File: src/rtl/spi_target_rx.sv
// ============================================================================
// Module   : spi_target_rx
// Brief    : SPI mode-0 target receiver with dc tagging, FWFT FIFO, miso return
// Revision : 1.0 - initial release
// ============================================================================
`default_nettype none

module spi_target_rx #(
    parameter int FIFO_DEPTH  = 8,
    parameter int SYNC_STAGES = 2
) (
    input  logic                          clk,
    input  logic                          rst,
    input  logic                          sck,
    input  logic                          cs,
    input  logic                          mosi,
    input  logic                          dc,
    output logic                          miso,
    output logic [7:0]                    rx_data,
    output logic                          rx_dc,
    output logic                          rx_valid,
    input  logic                          rx_ready,
    output logic [$clog2(FIFO_DEPTH):0]   rx_count,
    input  logic [7:0]                    tx_data,
    input  logic                          tx_load,
    output logic                          tx_pending,
    output logic [7:0]                    byte_cnt,
    output logic                          overflow,
    output logic                          frame_err,
    input  logic                          clr_status
);

    localparam int             AW      = $clog2(FIFO_DEPTH);
    localparam logic [AW:0]    c_DEPTH = (AW + 1)'(FIFO_DEPTH);

    typedef enum logic [1:0] {
        ST_DISARMED = 2'd0,
        ST_IDLE     = 2'd1,
        ST_ACTIVE   = 2'd2
    } state_t;

    state_t r_state, w_state_nxt;

    // Synchronisers reset to 0 so a low cs at reset release keeps us disarmed
    logic [SYNC_STAGES-1:0] r_sck_sync, r_cs_sync, r_mosi_sync, r_dc_sync;
    logic                   r_sck_d, r_cs_d;
    logic                   w_sck_s, w_cs_s, w_mosi_s, w_dc_s;
    logic                   w_sck_rise, w_sck_fall, w_cs_rise, w_cs_fall;

    always_ff @(posedge clk) begin
        if (rst) begin
            r_sck_sync  <= '0;
            r_cs_sync   <= '0;
            r_mosi_sync <= '0;
            r_dc_sync   <= '0;
            r_sck_d     <= 1'b0;
            r_cs_d      <= 1'b0;
        end else begin
            r_sck_sync  <= {r_sck_sync[SYNC_STAGES-2:0], sck};
            r_cs_sync   <= {r_cs_sync[SYNC_STAGES-2:0], cs};
            r_mosi_sync <= {r_mosi_sync[SYNC_STAGES-2:0], mosi};
            r_dc_sync   <= {r_dc_sync[SYNC_STAGES-2:0], dc};
            r_sck_d     <= w_sck_s;
            r_cs_d      <= w_cs_s;
        end
    end

    assign w_sck_s    = r_sck_sync[SYNC_STAGES-1];
    assign w_cs_s     = r_cs_sync[SYNC_STAGES-1];
    assign w_mosi_s   = r_mosi_sync[SYNC_STAGES-1];
    assign w_dc_s     = r_dc_sync[SYNC_STAGES-1];
    assign w_sck_rise = w_sck_s & ~r_sck_d;
    assign w_sck_fall = ~w_sck_s & r_sck_d;
    assign w_cs_rise  = w_cs_s & ~r_cs_d;
    assign w_cs_fall  = ~w_cs_s & r_cs_d;

    // ------------------------------------------------------------------
    // Frame FSM
    // ------------------------------------------------------------------
    logic       w_start, w_end, w_bit_rise, w_bit_fall;
    logic [2:0] r_bit_cnt;
    logic       r_frame_byte;
    logic       w_byte_done, w_abort, w_tx_reload, w_tx_shift;

    always_ff @(posedge clk) begin
        if (rst) r_state <= ST_DISARMED;
        else     r_state <= w_state_nxt;
    end

    always_comb begin
        w_state_nxt = r_state;
        w_start     = 1'b0;
        w_end       = 1'b0;
        w_bit_rise  = 1'b0;
        w_bit_fall  = 1'b0;
        case (r_state)
            ST_DISARMED: begin
                if (w_cs_s) w_state_nxt = ST_IDLE;
            end
            ST_IDLE: begin
                if (w_cs_fall) begin
                    w_start     = 1'b1;
                    w_state_nxt = ST_ACTIVE;
                end
            end
            ST_ACTIVE: begin
                if (w_cs_rise) begin
                    w_end       = 1'b1;
                    w_state_nxt = ST_IDLE;
                end else begin
                    w_bit_rise = w_sck_rise;
                    w_bit_fall = w_sck_fall;
                end
            end
            default: w_state_nxt = ST_DISARMED;
        endcase
    end

    assign w_byte_done = w_bit_rise & (r_bit_cnt == 3'd7);
    assign w_abort     = w_end & (r_bit_cnt != 3'd0);
    // Byte boundary inside a frame: next miso byte is loaded on that sck fall
    assign w_tx_reload = w_start | (w_bit_fall & (r_bit_cnt == 3'd0) & r_frame_byte);
    assign w_tx_shift  = w_bit_fall & ~w_tx_reload;

    // ------------------------------------------------------------------
    // FIFO
    // ------------------------------------------------------------------
    logic [7:0]    r_mem_data [FIFO_DEPTH];
    logic          r_mem_dc   [FIFO_DEPTH];
    logic [AW-1:0] r_wr_ptr, r_rd_ptr;
    logic [AW:0]   r_count;
    logic [7:0]    r_shift_in;
    logic [7:0]    w_rx_byte;
    logic          w_full, w_pop, w_push, w_ovf_set;

    assign w_rx_byte = {r_shift_in[6:0], w_mosi_s};
    assign w_full    = (r_count == c_DEPTH);
    assign w_pop     = rx_valid & rx_ready;
    assign w_push    = w_byte_done & (~w_full | w_pop);
    assign w_ovf_set = w_byte_done & w_full & ~w_pop;

    always_ff @(posedge clk) begin
        if (w_push) begin
            r_mem_data[r_wr_ptr] <= w_rx_byte;
            r_mem_dc[r_wr_ptr]   <= w_dc_s;
        end
    end

    always_ff @(posedge clk) begin
        if (rst) begin
            r_wr_ptr <= '0;
            r_rd_ptr <= '0;
            r_count  <= '0;
        end else begin
            if (w_push) r_wr_ptr <= r_wr_ptr + 1'b1;
            if (w_pop)  r_rd_ptr <= r_rd_ptr + 1'b1;
            case ({w_push, w_pop})
                2'b10:   r_count <= r_count + 1'b1;
                2'b01:   r_count <= r_count - 1'b1;
                default: r_count <= r_count;
            endcase
        end
    end

    // ------------------------------------------------------------------
    // Bit counter, shifters, tx holding register, status
    // ------------------------------------------------------------------
    logic [7:0] r_tx_shift, r_tx_reg, r_byte_cnt;
    logic       r_tx_pending, r_overflow, r_frame_err;

    always_ff @(posedge clk) begin
        if (rst) begin
            r_bit_cnt    <= 3'd0;
            r_frame_byte <= 1'b0;
            r_shift_in   <= 8'd0;
            r_tx_shift   <= 8'd0;
            r_tx_reg     <= 8'd0;
            r_tx_pending <= 1'b0;
            r_byte_cnt   <= 8'd0;
            r_overflow   <= 1'b0;
            r_frame_err  <= 1'b0;
        end else begin
            if (w_start) begin
                r_bit_cnt    <= 3'd0;
                r_frame_byte <= 1'b0;
            end
            if (w_bit_rise) begin
                r_shift_in <= w_rx_byte;
                r_bit_cnt  <= r_bit_cnt + 3'd1;
                if (w_byte_done) begin
                    r_bit_cnt    <= 3'd0;
                    r_byte_cnt   <= r_byte_cnt + 8'd1;
                    r_frame_byte <= 1'b1;
                end
            end
            if (w_end) r_bit_cnt <= 3'd0;

            if (w_tx_reload) begin
                r_tx_shift   <= r_tx_pending ? r_tx_reg : 8'd0;
                r_tx_pending <= 1'b0;
            end else if (w_tx_shift) begin
                r_tx_shift <= {r_tx_shift[6:0], 1'b0};
            end
            // Placed after the reload so a coincident load stays pending
            if (tx_load) begin
                r_tx_reg     <= tx_data;
                r_tx_pending <= 1'b1;
            end

            if (w_ovf_set)       r_overflow <= 1'b1;
            else if (clr_status) r_overflow <= 1'b0;
            if (w_abort)         r_frame_err <= 1'b1;
            else if (clr_status) r_frame_err <= 1'b0;
        end
    end

    assign miso       = (r_state == ST_ACTIVE) & r_tx_shift[7];
    assign rx_valid   = (r_count != '0);
    assign rx_data    = rx_valid ? r_mem_data[r_rd_ptr] : 8'd0;
    assign rx_dc      = rx_valid ? r_mem_dc[r_rd_ptr] : 1'b0;
    assign rx_count   = r_count;
    assign tx_pending = r_tx_pending;
    assign byte_cnt   = r_byte_cnt;
    assign overflow   = r_overflow;
    assign frame_err  = r_frame_err;

endmodule

`default_nettype wire
File: config.mk
export PLATFORM = sky130hd
export DESIGN_NAME = spi_target_rx
export DESIGN_NICKNAME = d
export VERILOG_FILES = /design/src/rtl/spi_target_rx.sv
export SDC_FILE = /design/constraint.sdc
export NUM_CORES = 1
export LEC_CHECK = 0
export BUFFER_PORTS_ARGS = -buffer_cell sky130_fd_sc_hd__buf_4
export CAP_MARGIN = 20
export CORE_ASPECT_RATIO = 1.4
export CORE_UTILIZATION = 55
export DETAILED_ROUTE_END_ITERATION = 16
export GPL_ROUTABILITY_DRIVEN = 0
export PLACE_DENSITY = 0.74
export SYNTH_ARGS = -nofsm -noshare
export SYNTH_HDL_FRONTEND = slang
export SYNTH_SLANG_ARGS = --single-unit
File: constraint.sdc
create_clock -name clk -period 3.2 [get_ports clk]
set_clock_uncertainty 0.1 [all_clocks]
set_input_delay 0.32 -clock clk [delete_from_list [all_inputs] [get_ports clk]]
set_output_delay 0.32 -clock clk [all_outputs]
set_load 0.1 [all_outputs]
### Word level (Yosys, flattened, before mapping)

Memory sizes are Yosys's and may differ from the RTL's. A register that Yosys moved wholly into a read port is not among the register bits.
Cells that the tools add are included.

* register bits: 60
* memory bits (writable): 72
* memories kept: 2

Memory list
* r_mem_data: depth 8, width 8, rd ports 1, clocked after memory_dff 1, write ports 1, line 128 `logic [7:0] r_mem_data [FIFO_DEPTH];`
* r_mem_dc: depth 8, width 1, rd ports 1, clocked after memory_dff 1, write ports 1, line 129 `logic r_mem_dc [FIFO_DEPTH];`

* $add $sub $neg: 6
* equality and inequality tests: 9
* mux-type cells: 35
* bitwise operators: 23
* reductions and logical operators: 13

Operators by type and width (number)
* $mux 8: 4
* $mux 3: 7
* $mux 1: 19
* $and 1x1->1: 14
* $reduce_bool 2->1: 6
* $add 3x1->3 const B: 3
* $add 8x1->8 const B: 1
* $pmux 4 s2: 1
* $not 1->1: 7
* $mux 2: 3
* $ne 2x2->1 const B: 3
* $pmux 2 s3: 1
* $add 4x1->4 const B: 1
* $eq 2x1->1 const B: 2
* $eq 2x2->1 const B: 2
* $eq 4x4->1 const B: 1
* $reduce_bool 4->1: 1
* $sub 4x1->4 const B: 1
* $eq 3x3->1 const B: 1
* $logic_not 3->1: 1
* $reduce_and 3->1: 1
* $reduce_bool 3->1: 1
* $logic_not 2->1: 1
* $or 1x1->1: 2
* 2 further kinds: 2

### Logic depth before layout (Yosys ltp)

* word-level depth: 11
* depth in mapped cells: 11
* mapped depth without buffers: 11

### Worst setup path before layout

Ideal clock, no wire load.

* kind: reg-to-output
* start: register r_count[2] (netlist: rx_count[2])
* end: output rx_data[0]
* arrival time: 2.651 ns
* required time: 2.780 ns
* setup slack: 0.129 ns
* stages on the path, launching flop included: 4
* buffers on the path: 1
* path through: dfxtp_1 clkbuf_1 nor4_4 nor2_1

* longest elaborated chain between the ends: 2

Ends and longest elaborated chain
* start, declared: line 131 `logic [AW:0] r_count;`
* start signal, assigned: line 158 `2'b10: r_count <= r_count + 1'b1;`
* start signal, assigned: line 159 `2'b01: r_count <= r_count - 1'b1;`
* start signal, assigned: line 160 `default: r_count <= r_count;`
* $reduce_bool 4->1: line 218 `assign rx_valid = (r_count != '0);`
* $mux 8: line 219 `assign rx_data = rx_valid ? r_mem_data[r_rd_ptr] : 8'd0;`
* end, declared: line 19 `output logic [7:0] rx_data,`

No other way between the ends.

==> flow_summary.yaml <==
run_status:
  outcome: "completed"
yosys:
  synth.avg_cell_area_um2: 13.2
  syn_inst: 414
  synth_seq_cells: 135
  synth.cell_area_um2: 5470
  ys.warnings.count: 0
  synth_cell_type_count: 52
  synth_edf_count: 72
  async_reset_ff_frac: 0
  ys_seq_area_frac: 0.626
  synth.net_count: 438
  synthFlopType: "edfxtp_1"
floorplan:
  core_area_um2: 9560
  die_area_um2: 10400
  chipWidth_um: 86.3
  start_util: 0.572
  io_pins: 43
  core.rowCount: 42
  die_height_um: 120
routing:
  post_drt_via_cell_ratio: 5.55
  drt_iter0_drc: 140
  dr.pass1.iters: 4
  num_vias: 3386
  routed_wl_mm: 10.4
  drt-wirelength-per-cell_um: 17.1
  drcViolationCount: 0
  antenna_left: 0
pwr:
  seqPwrFrac: 0.414
  p_leak_nw: 2.36
  combPwrFrac: 0.175
  ir_worst_vdd_v: 0.000392
  clkPwrFrac: 0.411
  switching_share: 0.290
  powerDensity_nw_per_um2: 695
  p_int_mw: 3.22
  switching_power_mw: 1.32
critical_path:
  start_kind: "flop"
  crit_required_ps: 2780
  crit_path_cell_trace: "mux4_2, mux2i_1, nor2_1, buf_4"
  reg2reg_from: "r_bit_cnt[0]$_SDFFE_PP0P_"
  reg2reg_to: "rx_count[2]$_SDFFE_PP0P_"
  critPathTopFamily: "flip-flops"
  rrSetupSlack_ps: 700
  end_kind: "output port"
  path_class: "reg2out"
  arrival_ps: 2270
  cp_slowest_cell: "dfxtp_1"
  cpPeakStageDelay_ps: 910
  endpoint: "rx_data[7]"
  worst-r2r-cell-count: 12
  critPathMaxFanout: 18
  cp.depth: 4
  crit_buf_inv: 1
finish:
  n_antenna_cell: 0
  layout-drive-gt1-share: 0.247
  final_util: 0.683
  final.fill_count: 697
  areaGrowthSynthToFinish_pct: 19.4
  fin_area_um2: 6530
  largest_register: "r_mem_data"
  fin_nets: 489
  largest_reg_flops: 64
clock_network:
  cts_tree: "yes"
  cts_resized: 0
  ctsRootBufferMaster: "clkbuf_16"
  htree_num_levels: 4
  cts_setup_buffers: 0
  clkLatencyLatePin_ps: 400
  cts_buffers: 17
  clk_path_buf_depth: 2
  hold_buffers: 0
  clkSlewWorstSetupHoldPaths_ps: 60
  clock_sinks: 135
placement:
  port_buffers: 42
  placed_area_um2: 5950
  dp_slack_ps: 706
  place_hpwl_mm: 6.88
grt:
  grt_max_degree: 63
  overflow: 0
  grt_util_all_layers: 0.220
  grt_pass1_vias: 3327
  grt_pass1_wl_mm: 16.9
  antenna_found_initial: 0
worst_hold_path:
  hp-class: "in2reg"
timing:
  tns_ps: 0
  worst_pin_slew_ps: 931
  grt_setup_unrepaired: "false"
  maxSlewViolCount: 0
  slew_headroom: 0.376
  fmax_mhz: 372
  fin_crit_sh: 0.841
  finalWorstSetupSlack_ps: 509
  finalHoldViolCount: 0
  setup_viol: 0
  period_minus_slack_ps: 2690
flow_run:
  drv_cap: 0
-- stage by stage --
stage | power (mW) | std cells | hold WS [ps]
after floorplan | 2.56 | 414 | 314
after global placement | 2.71 | 578 | 318
after CTS | 4.58 | 610 | 13.5
after detailed placement | 2.72 | 578 | 326
after global routing | 4.68 | 610 | 16.1
final | 4.54 | 610 | 26.2
-- per-layer routing --
layer,up-vias,global-route usage,part of all wire
met1,1656,0.262,0.40
met5,-,0,0
met4,0,0.0813,0.0065
met2,71,0.386,0.55
li1,1653,-,-
met3,6,0.0481,0.037
-- kinds of logic after synthesis --
kind of cell,Yosys count,share of synthesized area
AO/OA/AOI/OAI,47,0.0579
XOR/XNOR,6,0.00961
adder cells (fa/ha/maj),7,0.0160
buffers and inverters,33,0.0263
flip-flops,135,0.626
multiplexers,47,0.129
AND/OR/NAND/NOR,139,0.135
-- layout make-up --
cell class / instances / area (µm²) / share of cell area
Clock buffer: 17 / 425 / 0.0651
Clock inverter: 15 / 156 / 0.0240
Inverter: 9 / 36.3 / 0.00556
Multi-Input combinational cell: 246 / 1900 / 0.291
Sequential cell: 135 / 3420 / 0.524
Tap cell: 132 / 165 / 0.0253
Timing Repair Buffer: 56 / 420 / 0.0644
-- power groups by stage --
stage          Clock [mW]  Sequential, mW  Combinational [mW]
2_1_floorplan           0            1.95               0.605
3_3_place_gp            0            1.91               0.798
3_5_place_dp            0            1.92               0.804
4_1_cts              1.90            1.88               0.805
5_1_grt              1.97            1.88               0.828
6_report             1.87            1.88               0.793
-- worst min-delay path by stage --
| stage | end | start | cells after the start |
|---|---|---|---|
| 6_report | r_cs_sync[0]$_SDFF_PP0_ | cs | 2 |
| 5_1_grt | r_cs_sync[0]$_SDFF_PP0_ | cs | 2 |
| 4_1_cts | r_cs_sync[0]$_SDFF_PP0_ | cs | 2 |
| 3_5_place_dp | r_mosi_sync[1]$_SDFF_PP0_ | r_mosi_sync[0]$_SDFF_PP0_ | 1 |
| 3_3_place_gp | r_cs_sync[1]$_SDFF_PP0_ | r_cs_sync[0]$_SDFF_PP0_ | 1 |
| 2_1_floorplan | r_cs_sync[1]$_SDFF_PP0_ | r_cs_sync[0]$_SDFF_PP0_ | 1 |
-- synthesized netlist by cell type, types with 6 or more instances --
library cell  instances  area, µm²
mux2i_1              26        260
nor2_1               46        173
ha_1                  7       87.6
edfxtp_1             72       2160
nand2b_1              8       50.1
inv_1                 8       30.0
dfxtp_1              63       1260
nor3_1                6       30.0
nand2_1              10       37.5
mux4_2               18        405
clkbuf_1             13       48.8
nor2b_1              15       93.8
a21oi_1              19       95.1
a311oi_1              7       61.3
nand3_1              26        130
-- cell usage in the layout (no fill, tap or decap), types with 3 or more instances in the layout --
master,n
edfxtp_1,72
buf_4,56
inv_1,8
nand3_1,26
clkinvlp_4,7
a21oi_1,19
nand4_1,3
dfxtp_1,63
ha_1,7
mux2i_1,26
nor2b_1,15
o31ai_1,4
or3_1,3
nor3_1,6
nand2_1,10
a311oi_1,7
xor2_1,4
nand3b_1,3
clkbuf_16,17
o21ai_0,5
or4_1,3
mux4_2,18
nand2b_1,8
nor2_1,46
nor4_1,4
clkinv_4,3
Note: power is estimated with default switching activity, not from simulation.
